## config.mk

```make
export PLATFORM = sky130hd
export DESIGN_NAME = button_gesture_decoder
export DESIGN_NICKNAME = d
export VERILOG_FILES = /design/src/rtl/button_gesture_decoder_pkg.sv /design/src/rtl/button_gesture_decoder_debounce.sv /design/src/rtl/button_gesture_decoder.sv
export SDC_FILE = /design/constraint.sdc
export NUM_CORES = 1
export LEC_CHECK = 0
export CORE_ASPECT_RATIO = 1.2
export CORE_MARGIN = 1.5
export CORE_UTILIZATION = 50
export DETAILED_ROUTE_END_ITERATION = 10
export PLACE_DENSITY = 0.66
export SETUP_SLACK_MARGIN = 0.5
export SLEW_MARGIN = 10
export SYNTH_ARGS = -nofsm -noshare
export SYNTH_HDL_FRONTEND = slang
export SYNTH_SLANG_ARGS = --single-unit
```

## constraint.sdc

```tcl
create_clock -name Clock -period 4.5 [get_ports Clock]
set_input_delay 0.45 -clock Clock [delete_from_list [all_inputs] [get_ports Clock]]
set_output_delay 0.45 -clock Clock [all_outputs]
set_load 0.005 [all_outputs]
```

## src/rtl/button_gesture_decoder_pkg.sv

```systemverilog
// Shared types for the front-panel button gesture decoder: gesture codes,
// decoder FSM states and a small sizing helper.
package gesture_pkg;

  typedef enum logic [1:0] {
    G_NONE   = 2'd0,
    G_SINGLE = 2'd1,
    G_DOUBLE = 2'd2,
    G_LONG   = 2'd3
  } gesture_t;

  typedef enum logic [2:0] {
    IDLE   = 3'd0,
    PRESS1 = 3'd1,
    WAIT2  = 3'd2,
    PRESS2 = 3'd3,
    HOLD   = 3'd4
  } state_t;

  function automatic int max3(input int a, input int b, input int c);
    int m;
    m = (a > b) ? a : b;
    return (m > c) ? m : c;
  endfunction

endpackage

```

## src/rtl/button_gesture_decoder_debounce.sv

```systemverilog
// Two-flop synchroniser and debounce counter for the active-low push button;
// pressed toggles after DEBOUNCE_CYCLES consecutive cycles of disagreement.
module button_debounce #(
  parameter int DEBOUNCE_CYCLES = 500000
) (
  input  logic Clock,
  input  logic nReset,
  input  logic button,
  output logic pressed
);

  localparam int CW = $clog2(DEBOUNCE_CYCLES) + 1;
  localparam logic [CW-1:0] CNT_LIM = CW'(DEBOUNCE_CYCLES - 1);

  logic          r_sync0;
  logic          r_sync1;
  logic          r_pressed;
  logic [CW-1:0] r_count;
  logic          w_level;

  // Synchroniser idles at 1 so a released button looks released out of reset.
  always_ff @(posedge Clock or negedge nReset) begin
    if (!nReset) begin
      r_sync0 <= 1'b1;
      r_sync1 <= 1'b1;
    end else begin
      r_sync0 <= button;
      r_sync1 <= r_sync0;
    end
  end

  assign w_level = ~r_sync1;

  always_ff @(posedge Clock or negedge nReset) begin
    if (!nReset) begin
      r_count   <= '0;
      r_pressed <= 1'b0;
    end else if (w_level != r_pressed) begin
      if (r_count == CNT_LIM) begin
        r_pressed <= ~r_pressed;
        r_count   <= '0;
      end else begin
        r_count <= r_count + 1'b1;
      end
    end else begin
      r_count <= '0;
    end
  end

  assign pressed = r_pressed;

endmodule

```

## src/rtl/button_gesture_decoder.sv

```systemverilog
// Classifies debounced button presses into SINGLE / DOUBLE / LONG gestures.
// Define GESTURE_REPEAT_EN to re-emit G_LONG every REPEAT_CYCLES while held.
module button_gesture_decoder
  import gesture_pkg::*;
#(
  parameter int DEBOUNCE_CYCLES = 500000,
  parameter int LONG_CYCLES     = 25000000,
  parameter int GAP_CYCLES      = 12500000,
  parameter int REPEAT_CYCLES   = 5000000
) (
  input  logic       Clock,
  input  logic       nReset,
  input  logic       button,
  output logic       pressed,
  output logic [1:0] gesture,
  output logic       gesture_valid
);

  localparam int TW = $clog2(max3(LONG_CYCLES, GAP_CYCLES, REPEAT_CYCLES)) + 1;
  localparam logic [TW-1:0] LONG_LIM = TW'(LONG_CYCLES - 1);
  localparam logic [TW-1:0] GAP_LIM  = TW'(GAP_CYCLES - 1);

  logic          w_pressed;
  state_t        r_state;
  state_t        w_state_next;
  logic [TW-1:0] r_timer;
  logic          w_timer_clr;
  logic          w_rep_clr;
  logic          w_long_hit;
  logic          w_gap_hit;
  logic          w_emit;
  gesture_t      w_emit_code;
  gesture_t      r_gesture;
  logic          r_valid;

  button_debounce #(
    .DEBOUNCE_CYCLES(DEBOUNCE_CYCLES)
  ) u_debounce (
    .Clock  (Clock),
    .nReset (nReset),
    .button (button),
    .pressed(w_pressed)
  );

  assign w_long_hit = (r_timer == LONG_LIM);
  assign w_gap_hit  = (r_timer == GAP_LIM);

`ifdef GESTURE_REPEAT_EN
  localparam logic [TW-1:0] REP_LIM = TW'(REPEAT_CYCLES - 1);

  // Only a HOLD reached from a long first press auto-repeats.
  logic r_rep_hold;
  logic w_rep_hold_next;
  logic w_rep_hit;

  assign w_rep_hit = (r_timer == REP_LIM);

  always_ff @(posedge Clock or negedge nReset) begin
    if (!nReset) r_rep_hold <= 1'b0;
    else         r_rep_hold <= w_rep_hold_next;
  end
`endif

  always_ff @(posedge Clock or negedge nReset) begin
    if (!nReset) r_state <= IDLE;
    else         r_state <= w_state_next;
  end

  // Each state implies the level it waits to leave, so a level test is an edge
  // test; the level check comes first so release/press wins over a timer limit.
  always_comb begin
    w_state_next = r_state;
    w_emit       = 1'b0;
    w_emit_code  = G_NONE;
    w_rep_clr    = 1'b0;
`ifdef GESTURE_REPEAT_EN
    w_rep_hold_next = r_rep_hold;
`endif
    case (r_state)
      IDLE: begin
        if (w_pressed) w_state_next = PRESS1;
      end
      PRESS1: begin
        if (!w_pressed) begin
          w_state_next = WAIT2;
        end else if (w_long_hit) begin
          w_state_next = HOLD;
          w_emit       = 1'b1;
          w_emit_code  = G_LONG;
`ifdef GESTURE_REPEAT_EN
          w_rep_hold_next = 1'b1;
`endif
        end
      end
      WAIT2: begin
        if (w_pressed) begin
          w_state_next = PRESS2;
        end else if (w_gap_hit) begin
          w_state_next = IDLE;
          w_emit       = 1'b1;
          w_emit_code  = G_SINGLE;
        end
      end
      PRESS2: begin
        if (!w_pressed) begin
          w_state_next = IDLE;
          w_emit       = 1'b1;
          w_emit_code  = G_DOUBLE;
        end else if (w_long_hit) begin
          w_state_next = HOLD;
          w_emit       = 1'b1;
          w_emit_code  = G_DOUBLE;
`ifdef GESTURE_REPEAT_EN
          w_rep_hold_next = 1'b0;
`endif
        end
      end
      HOLD: begin
        if (!w_pressed) begin
          w_state_next = IDLE;
        end else begin
`ifdef GESTURE_REPEAT_EN
          if (r_rep_hold && w_rep_hit) begin
            w_emit      = 1'b1;
            w_emit_code = G_LONG;
            w_rep_clr   = 1'b1;
          end
`endif
        end
      end
      default: w_state_next = IDLE;
    endcase
  end

  assign w_timer_clr = (w_state_next != r_state) || w_rep_clr;

  always_ff @(posedge Clock or negedge nReset) begin
    if (!nReset)                r_timer <= '0;
    else if (w_timer_clr)       r_timer <= '0;
    else if (r_timer != '1)     r_timer <= r_timer + 1'b1;
  end

  always_ff @(posedge Clock or negedge nReset) begin
    if (!nReset) begin
      r_gesture <= G_NONE;
      r_valid   <= 1'b0;
    end else begin
      r_valid <= w_emit;
      if (w_emit) r_gesture <= w_emit_code;
    end
  end

  assign pressed       = w_pressed;
  assign gesture       = r_gesture;
  assign gesture_valid = r_valid;

endmodule

```

# After elaboration in Yosys (flattened, before gate mapping)

Index checks and enable logic that the tools add are counted.

Register bits: 55
Word-level logic and storage cells: 50
Output and inout port bits: 4
Input bits: 3

Eq/ne operators: 10
Reductions and logical operators: 3
Bitwise logic cells: 2
Multiplexer cells: 25
Add/subtract/negate cells: 2

Operator list:

| cell                  | number |
|---|---|
| $mux 26               | 2 |
| $mux 20               | 2 |
| $add 26x1->26 const B | 1 |
| $eq 26x24->1 const B  | 1 |
| $eq 26x25->1 const B  | 1 |
| $ne 26x26->1 const B  | 1 |
| $mux 3                | 7 |
| $add 20x1->20 const B | 1 |
| $eq 20x19->1 const B  | 1 |
| $pmux 3 s5            | 1 |
| $mux 2                | 4 |
| $mux 1                | 7 |
| $eq 3x2->1 const B    | 2 |
| $pmux 2 s3            | 1 |
| $eq 3x1->1 const B    | 1 |
| $eq 3x3->1 const B    | 1 |
| $logic_not 3->1       | 1 |
| $ne 3x3->1            | 1 |
| $pmux 1 s3            | 1 |
| $not 1->1             | 2 |
| $reduce_and 2->1      | 1 |
| $reduce_bool 2->1     | 1 |
| $ne 1x1->1            | 1 |

# Longest topological paths before layout

Depth in word-level cells: 6
Gate-level depth with buffers: 8
Mapped depth without buffers: 6

# Cells and area by module

Synthesis repeated with hierarchy kept, for this count alone.

Cell total of the unflattened synthesis: 326
Area, all modules: 3136.8 sq um

By module, submodules not included:

| module                 | times used | area an instance (sq um) | cells each | seq. area each (sq um) |
|---|---|---|---|---|
| button_gesture_decoder | 1          | 1988.2                   | 215        | 800.8 |
| button_debounce        | 1          | 1148.6                   | 111        | 578.1 |

# Worst setup path before layout

OpenSTA, ideal clock, no wires.

Path kind: register -> register
Start point: register r_timer[6]
End point: register r_timer[0]
Cell stages (with the launch flop): 8
Clock period less this slack: 1944 ps
Setup slack: 2556 ps
Data required time: 4376 ps
Path buffers: 2
Data arrival time: 1821 ps
Path through: dfrtp_1 > or4_4 > nor4_4 > and2_4 > o31a_1 > buf_6 > buf_12 > a21oi_2

Longest elaborated chain between the ends: 6

Ends and longest elaborated chain:

| element                                             | line                                                                                      | source |
|---|---|---|
| from (decl)                                         | button_gesture_decoder.sv:26                                                              | `logic [TW-1:0] r_timer;` |
| from (signal assigned)                              | button_gesture_decoder.sv:140                                                             | `else if (r_timer != '1) r_timer <= r_timer + 1'b1;` |
| $eq 26x25->1 / $eq 26x24->1 (equally long branches) | button_gesture_decoder.sv:45, button_gesture_decoder.sv:46                                |  |
| $mux 3 (on tied branches)                           | button_gesture_decoder.sv:86, button_gesture_decoder.sv:109, button_gesture_decoder.sv:98 |  |
| $mux 3 (on tied branches)                           | button_gesture_decoder.sv:105, button_gesture_decoder.sv:84, button_gesture_decoder.sv:96 |  |
| $pmux 3 s5                                          | button_gesture_decoder.sv:79                                                              | `case (r_state)` |
| $ne 3x3->1                                          | button_gesture_decoder.sv:135                                                             | `assign w_timer_clr = (w_state_next != r_state) \|\| w_rep_clr;` |
| $mux 26 / $reduce_bool 2->1 (equally long branches) | -                                                                                         |  |

Several ways; a longest one is shown, not always the timed one.
A chain may end at the register's enable or synchronous reset.

# Worst setup path in the final report

Start point: register r_timer[1]
End point: register r_timer[16]

Same word-level chain as after synthesis.

==> results.ini <==
[global_routing]
grt_max_degree=56
grt_overflow=0
grt_pass1_vias=2140
grt_pass1_wl_mm=9.839
grt.total_usage_pct=19.40
antenna_found_initial=0

[setup_path]
worstSetupPathType=register to register
cp_data_arrival_time_ps=3110
r2r_start=r_timer[1]$_DFFE_PN0P_
path_max_fanout=19
required_ps=4660
r2r-end=r_timer[16]$_DFFE_PN0P_
endpoint_kind=register
cp-start-kind=register
rr_worst_depth=7
r2r_slack_ps=1550

[clocking]
ctsHoldBuffers=0
cts.sinks=55
root_buffer=clkbuf_8
htreeDepth=2
cts-buffers-inserted=5
cts_setup_buffers=0
cts_resized=0
clock_latency_ps=310
clock_path_buffers=2
cts_tree=done
clkTransAtPathRegs_ps=100

[floorplan]
initial_core_util_pct=51.47
die_w_um=74.81
io_pins=7
dieArea_mm2=0.006671
die_h_um=89.18
rows=31
core_mm2=0.006012

[sta]
hold_violations=0
whs_ps=244.7
setup_violations=0
min_period_ps=2952
max_freq_mhz=338.8
fin_crit_sh_pct=65.59
rsz0062_at_grt=false
slew_viol_final=0
totalNegativeSetupSlack_ps=0
slew_headroom_pct=29.36
skew_ps=4.681
tightest_slew_ps=1060

[yosys]
ys_warn_count=0
ys_types=50
async_flop_share_pct=100.0
netlist_area_mm2=0.003094
synthFlopType=dfrtp_1
syn_inst=303
synth_nets=308
synth_edf_count=0
ys_seq_area_share_pct=44.56
synth_seq_cells=55
avgSynthCellArea_um2=10.21

[power_and_ir_drop]
ir_worst_vdd_mv=0.1657
power_density_mw_per_mm2=264.6
power_uw=867.4
p_leak_uw=0.001241

[drt]
viasPerCell=5.744
routedWlPerCell_um=15.54
drt-total-wl_mm=6.013
vias=2223
first_iter_violations=56
first_pass_iters=4
drc_errors=0
ant_nets=0

[placement]
place.port_buffers=6
gp_congestion=0.8790
dp_hpwl_mm=4.146

[finish]
mostFrequentLayoutCells=dfrtp_1 (53), nor2_1 (31), xnor2_1 (25), a21oi_2 (20)
final_core_util_pct=54.53
final_common_cell=dfrtp_1
diodes=0
drive_gt1_share_pct=15.74
syn_to_final_growth_pct=5.944
final_nets=309

[hold_path]
hold_class=primary input to asynchronous set/reset pin

[job]
cap_violations=0

[run_status]
outcome=completed

## cells in the mapped netlist, types with 2 or more instances
cell / count / area (µm²)
dfrtp_1: 53 / 1326
nor2_1: 31 / 116.4
xnor2_1: 25 / 219.0
a21oi_2: 20 / 175.2
nand3_1: 17 / 85.08
nand4_1: 17 / 106.4
nand2_1: 15 / 56.30
xor2_1: 14 / 122.6
a21oi_1: 9 / 45.04
nor3_1: 9 / 45.04
a211oi_1: 8 / 60.06
inv_1: 8 / 30.03
clkbuf_1: 6 / 22.52
nor4_1: 6 / 37.54
and4_1: 4 / 35.03
mux2i_1: 4 / 40.04
a221oi_1: 3 / 26.28
buf_6: 3 / 33.78
nand3b_1: 3 / 22.52
o211ai_1: 3 / 22.52
or2_2: 3 / 18.77
a31oi_1: 2 / 12.51
and2_1: 2 / 12.51
and3_1: 2 / 12.51
buf_12: 2 / 40.04
buf_2: 2 / 10.01
dfstp_2: 2 / 52.55
ha_1: 2 / 25.02
nand4_2: 2 / 25.02
nand4b_1: 2 / 17.52
nor4_4: 2 / 42.54
nor4b_1: 2 / 17.52
o2111ai_1: 2 / 17.52
or4_4: 2 / 22.52
## where the power goes
part           internal (µW)  switching [µW]  leakage [µW]
Sequential               498            2.56      0.000745
Combinational           4.11            14.1      0.000434
Clock                    183             166     0.0000618
## stage by stage
stage	setup WS, ps	std cells	area [µm²]
floorplan	2556	303	3094
global placement	1637	379	3157
detailed placement	1557	379	3157
CTS	1533	387	3278
global route	1359	387	3278
finish	1548	387	3278
## flip-flops by register name (all words and copies together) (netlist names)
signal and flops:
gesture 2, gesture_valid 1, r_state 3, r_timer 26
u_debounce.pressed 1, u_debounce.r_count 20, u_debounce.r_sync0 1, u_debounce.r_sync1 1
## worst max-delay path: stages, from the launching register on
cell and delay [ps]:
dfrtp_1 410, ha_1 240, nand4_1 240, nor4_4 400, and2_4 240, o31a_1 840
buf_4 350, a21oi_2 80
## logic make-up (layout without fill, tap and decap cells)
logic type	after synthesis	after routing	share of synthesized area, %
flip-flops	55	55	44.56
buffers and inverters	22	24	4.529
XOR/XNOR	39	39	11.04
AO/OA/AOI/OAI	52	52	13.14
AND/OR/NAND/NOR	129	129	24.63
adder cells (fa/ha/maj)	2	2	0.8086
multiplexers	4	4	1.294
## area by class of cell
type	count	area, µm²
clock buffers	6	82.58
clock inverters	2	38.79
fillers	557	2734
inverters	8	30.03
multi-input cells	226	1575
flip-flops and latches	55	1379
well taps	82	102.6
repair buffers	8	70.07
## worst max-delay path by stage
stage,from,to,slack [ps],cells after the start
final,r_timer[1]$_DFFE_PN0P_,r_timer[16]$_DFFE_PN0P_,1550,7
after global placement,r_timer[0]$_DFFE_PN0P_,r_timer[17]$_DFFE_PN0P_,1640,7
after global routing,r_timer[1]$_DFFE_PN0P_,r_timer[16]$_DFFE_PN0P_,1360,7
after detailed placement,r_timer[0]$_DFFE_PN0P_,r_timer[17]$_DFFE_PN0P_,1560,7
after CTS,r_timer[0]$_DFFE_PN0P_,r_timer[16]$_DFFE_PN0P_,1530,7
after floorplan,r_timer[6]$_DFFE_PN0P_,r_timer[0]$_DFFE_PN0P_,2560,7
## per-layer routing
| layer | up-vias | GRT usage (%) | wire (µm) |
|---|---|---|---|
| li1 | 1102 | - | - |
| met1 | 1084 | 22.75 | 2607 |
| met2 | 29 | 34.66 | 3172 |
| met3 | 8 | 3.495 | 134 |
| met4 | 0 | 7.934 | 98 |
| met5 | - | 0 | 0 |
(Power assumes the default switching activity.)
